**src/rtl/shift_sub_three_if.sv**
```systemverilog
// Request/result bundle for the BCD-to-binary converter.
// The master drives the digits and start, and the slave returns the result and status.
interface shift_sub_three_if;
  logic       start;
  logic [3:0] tens;
  logic [3:0] units;
  logic [6:0] number;
  logic       busy;
  logic       done;
  logic       err;

  modport master (
    output start, tens, units,
    input  number, busy, done, err
  );

  modport slave (
    input  start, tens, units,
    output number, busy, done, err
  );
endinterface

```
**src/rtl/shift_sub_three.sv**
```systemverilog
// Two-digit BCD to 7-bit binary converter using reverse double-dabble.
// Each step shifts right and then subtracts 3 from each BCD nibble that is 8 or more.
module shift_sub_three (
  input  logic             clk,
  input  logic             rst,
  shift_sub_three_if.slave bus
);

  typedef enum logic {IDLE, SHIFT} state_t;

  state_t      state_q, state_d;
  logic [14:0] work_q, work_d;
  logic [2:0]  count_q, count_d;
  logic [6:0]  number_q, number_d;
  logic        busy_q, busy_d;
  logic        done_q, done_d;
  logic        err_q, err_d;
  logic [14:0] stepped;
  logic        digitsBad;

  // The two nibbles are corrected independently, so no borrow passes between the tens and units digits.
  function automatic logic [14:0] shiftStep(input logic [14:0] w);
    logic [14:0] s;
    s = w >> 1;
    if (s[14:11] >= 4'd8) s[14:11] = s[14:11] - 4'd3;
    if (s[10:7]  >= 4'd8) s[10:7]  = s[10:7]  - 4'd3;
    return s;
  endfunction

  assign stepped   = shiftStep(work_q);
  assign digitsBad = (bus.tens > 4'd9) || (bus.units > 4'd9);

  always_comb begin
    state_d  = state_q;
    work_d   = work_q;
    count_d  = count_q;
    number_d = number_q;
    busy_d   = busy_q;
    done_d   = 1'b0;
    err_d    = err_q;
    unique case (state_q)
      IDLE: begin
        if (bus.start) begin
          if (digitsBad) begin
            number_d = 7'd0;
            err_d    = 1'b1;
            done_d   = 1'b1;
          end else begin
            work_d  = {bus.tens, bus.units, 7'b0};
            count_d = 3'd0;
            busy_d  = 1'b1;
            err_d   = 1'b0;
            state_d = SHIFT;
          end
        end
      end
      SHIFT: begin
        work_d  = stepped;
        count_d = count_q + 3'd1;
        // Step seven is the last one; the binary result now sits in the low seven bits.
        if (count_q == 3'd6) begin
          number_d = stepped[6:0];
          done_d   = 1'b1;
          busy_d   = 1'b0;
          state_d  = IDLE;
        end
      end
      default: state_d = IDLE;
    endcase
  end

  always_ff @(posedge clk or posedge rst) begin
    if (rst) begin
      state_q  <= IDLE;
      work_q   <= 15'd0;
      count_q  <= 3'd0;
      number_q <= 7'd0;
      busy_q   <= 1'b0;
      done_q   <= 1'b0;
      err_q    <= 1'b0;
    end else begin
      state_q  <= state_d;
      work_q   <= work_d;
      count_q  <= count_d;
      number_q <= number_d;
      busy_q   <= busy_d;
      done_q   <= done_d;
      err_q    <= err_d;
    end
  end

  assign bus.number = number_q;
  assign bus.busy   = busy_q;
  assign bus.done   = done_q;
  assign bus.err    = err_q;

endmodule

```
**src/flat_wrapper.sv**
```systemverilog
// flat-port wrapper written by rule: the top's interface ports become plain ports
module shift_sub_three_flat 
  (clk, rst, bus_start, bus_tens, bus_units, bus_number, bus_busy, bus_done, bus_err);
  shift_sub_three_if bus_i ();
  input  logic clk;
  input  logic rst;
  input wire logic [$bits(bus_i.start)-1:0] bus_start;
  input wire logic [$bits(bus_i.tens)-1:0] bus_tens;
  input wire logic [$bits(bus_i.units)-1:0] bus_units;
  output wire logic [$bits(bus_i.number)-1:0] bus_number;
  output wire logic [$bits(bus_i.busy)-1:0] bus_busy;
  output wire logic [$bits(bus_i.done)-1:0] bus_done;
  output wire logic [$bits(bus_i.err)-1:0] bus_err;
  assign bus_i.start = bus_start;
  assign bus_i.tens = bus_tens;
  assign bus_i.units = bus_units;
  assign bus_number = bus_i.number;
  assign bus_busy = bus_i.busy;
  assign bus_done = bus_i.done;
  assign bus_err = bus_i.err;
  shift_sub_three u_core (.clk(clk), .rst(rst), .bus(bus_i));
endmodule
```
**config.mk**
```make
export PLATFORM = sky130hd
export DESIGN_NAME = shift_sub_three_flat
export DESIGN_NICKNAME = d
export VERILOG_FILES = /design/src/rtl/shift_sub_three_if.sv /design/src/rtl/shift_sub_three.sv /design/src/flat_wrapper.sv
export SDC_FILE = /design/constraint.sdc
export NUM_CORES = 1
export LEC_CHECK = 0
export CAP_MARGIN = 40
export CELL_PAD_IN_SITES_DETAIL_PLACEMENT = 1
export CELL_PAD_IN_SITES_GLOBAL_PLACEMENT = 2
export CORE_MARGIN = 5
export CORE_UTILIZATION = 25
export CTS_CLUSTER_DIAMETER = 60
export CTS_CLUSTER_SIZE = 30
export DETAILED_ROUTE_END_ITERATION = 8
export PLACE_DENSITY_LB_ADDON = 0.08
export SLEW_MARGIN = 20
export SYNTH_ARGS = -nofsm -noshare
export SYNTH_HDL_FRONTEND = slang
export SYNTH_SLANG_ARGS = --single-unit
```
**constraint.sdc**
```tcl
create_clock -name clk -period 4.15 [get_ports clk]
set_input_delay 0.83 -clock clk [delete_from_list [all_inputs] [get_ports clk]]
set_output_delay 0.83 -clock clk [all_outputs]
set_load 0.05 [all_outputs]
```
==> key figures <==
Run status
  – Status: finished clean

Worst setup path
  – Critical path data arrival time: 1450 ps
  – Crit path cell chain: clkdlybuf4s50_1
  – Nature of the critical path startpoint: flip-flop
  – CP Capture Type: output pin
  – Buf/Inv on CP: 1
  – Worst Path Required: 3320 ps
  – CP max FO: 2
  – Worst path slowest cell: clkdlybuf4s50_1
  – CP top delay family: buffers and inverters
  – Worst stage delay on the critical path: 800 ps
  – Kind of critical path: flip-flop to output pin

Floorplanning
  – Starting density of the core: 25.6%
  – CORE AREA: 0.00504 mm2
  – Full die area: 0.00669 mm2
  – Ports: 21
  – Num rows: 26
  – Chip Width: 81.8 um
  – Die H: 81.8 um

Synthesis
  – Post-Syn Area per Cell: 11.5 um2
  – Cell count after synthesis: 112
  – Sequential share of the synthesized area: 54.4%
  – Post-Syn Area: 0.00129 mm2
  – Synth Register Bits: 28
  – Synth Net Count: 127
  – Synthesis Warnings: 0
  – Netlist cell types: 30

Routing
  – DR iter-0 viols: 40
  – Drt drc: 0
  – WL/cell: 14.5 um
  – Antenna Nets Post-Route: 0
  – Post-Route WL: 2950 um
  – First-pass iteration count of the detailed router: 4
  – Via count: 936
  – Vias per cell: 4.61

Power and ir drop
  – Internal Power: 0.686 mW
  – Max IR drop VDD: 277 uV
  – Sw power: 0.434 mW
  – PwrDens: 687 mW/mm2
  – Comb power frac: 39.0%
  – Clock share of power: 19.5%
  – Power Total: 1.12 mW
  – Flop pwr share: 41.5%
  – Sw Ratio: 38.7%
  – Leakage: 0.704 nW

STA
  – Clock Skew: 9.53 ps
  – Final Cycle Share: 55.0%
  – Hold slack: 499 ps
  – Total negative slack: 0 ps
  – Final slew viol count: 0
  – # setup viols final: 0
  – Hold Vio Cnt, Final: 0
  – Worst slew margin: 49.2%
  – RSZ-0062 raised after global routing: no
  – Max Fclk: 0.438 GHz
  – Tightest Pin Transition: 762 ps
  – Period minus WS final: 2280 ps

Clock network
  – Clock slew seen by the registers of the worst setup and hold paths: 110 ps
  – Sinks on Clock Net: 28
  – # hold bufs at CTS: 0
  – TritonCTS clock tree: done
  – CTS Buffer Depth: 2
  – Post-CTS Resized: 0
  – Root Buffer: clkbuf_8
  – TritonCTS Buffers: 3
  – Clk Latency, worst-skew pair: 280 ps
  – Setup Buffers After CTS: 0
  – H-tree depth: 1

Placed design
  – DP Cell Count: 199
  – Input/output buffers: 20
  – GPL Wtd Cong: 0.700
  – Post-DP HPWL: 2090 um
  – Placed Area: 0.00156 mm2

Final layout
  – Layout cells sized above 1: 10.5%
  – Layout Area Growth over Synthesis: 26.6%
  – Fin area: 0.00163 mm2
  – Final Non-Filler Cells: 203
  – Most common cell after layout, fill and taps aside: dfrtp_1
  – Antenna diodes: 0
  – Final net count: 149
  – Most frequent cells in the layout: dfrtp_1, clkdlybuf4s50_1, nand2_1

GRT
  – GR peak layer: met2
  – Initial antenna violation count: 0
  – M2 GR Usage: 16.7%
  – Vias in the first global route: 991
  – Global-route wire length before repair: 4910 um
  – Total track usage: 9.65%
  – Largest net degree at the start of global routing: 29
  – Met1 Use GR: 11.8%
  – Total global routing overflow: 0
  – Global routing usage on met3: 2.08%

Hold path
  – Hold Path Class: flip-flop to flip-flop

Flow run
  – # Max-Cap Violations: 0
[final timing paths]
| kind | slack, ps | end | cells after the start | start |
|---|---|---|---|---|
| worst min register to register | 500 | u_core.bus.busy$_DFFE_PP0P_ | 1 | u_core.bus.busy$_DFFE_PP0P_ |
| worst min-delay path | 500 | u_core.bus.busy$_DFFE_PP0P_ | 1 | u_core.bus.busy$_DFFE_PP0P_ |
| worst max register to register | 2300 | u_core.bus.number[5]$_DFFE_PP0P_ | 3 | u_core.state_q$_DFF_PP0_ |
| max in group asynchronous | 2950 | u_core.work_q[13]$_DFFE_PP0P_ | 3 | rst |
| min in group asynchronous | 920 | u_core.bus.done$_DFF_PP0_ | 3 | rst |
| worst max-delay path | 1870 | bus_number[6] | 1 | u_core.bus.number[6]$_DFFE_PP0P_ |
[cell usage after synthesis, drive strengths merged]
cell type,number,area (um2)
o21a,1,7.51
nor2,2,7.51
nor4b,1,8.76
mux2,1,15.0
xnor2,1,8.76
nand3,1,5.00
and2,1,6.26
ha,4,50.1
dfrtp,28,701
xor2,1,8.76
inv,9,33.8
and3,1,6.26
a22o,8,70.1
mux2i,1,10.0
a31oi,1,12.5
nand2b,2,20.0
a21o,1,8.76
o21ai,10,72.6
buf,2,16.3
a21oi,3,15.0
nand2,17,63.8
a221o,7,70.1
a311oi,3,26.3
nor3b,1,18.8
or2,2,12.5
clkbuf,2,7.51
nor2b,1,6.26
[area by class of cell]
cell class / instances / area, um2
timing repair buffer: 21 / 208
sequential: 28 / 701
clock inverter: 1 / 30.0
tap: 70 / 87.6
fill: 560 / 3410
inverter: 9 / 33.8
clock buffer: 3 / 41.3
multi-input combinational: 71 / 531
[power by group through the flow]
stage,Clock (mW),Combinational [mW],Sequential [mW]
after floorplan,0,0.217,0.559
after global placement,0,0.435,0.470
after detailed placement,0,0.446,0.474
after CTS,0.227,0.447,0.468
after global routing,0.238,0.475,0.484
final,0.218,0.437,0.465
[state kept, by name, summed over array words and instances (netlist names)]
register and flops:
u_core.work_q 14, u_core.bus.number 7, u_core.count_q 3, u_core.bus.busy 1, u_core.bus.done 1, u_core.bus.err 1
u_core.state_q 1
[cells by family (layout without fill, tap and decap cells)]
family / count (synthesis) / after routing / synth area share [%]
fa+ha+maj: 4 / 4 / 3.88
xor+xnor: 2 / 2 / 1.36
mux: 2 / 2 / 1.94
flops: 28 / 28 / 54.4
buf+inv: 13 / 34 / 4.47
compound gates: 34 / 34 / 21.9
simple gates: 29 / 29 / 12.0
[stage by stage]
stage | util, % | setup slack (ps)
final | 32.4 | 1870
after global routing | 32.4 | 1820
after CTS | 32.4 | 1860
after detailed placement | 30.9 | 1650
after global placement | 30.9 | 1700
after floorplan | - | 2460
[per-layer routing]
| layer | wire length, um | up-vias | share of wire (%) |
|---|---|---|---|
| met4 | 19 | 0 | 0.64 |
| met2 | 1490 | 16 | 51 |
| met5 | 0 | - | 0 |
| met1 | 1330 | 482 | 45 |
| met3 | 102 | 2 | 3.5 |
| li1 | - | 436 | - |
(Power assumes the default switching activity.)
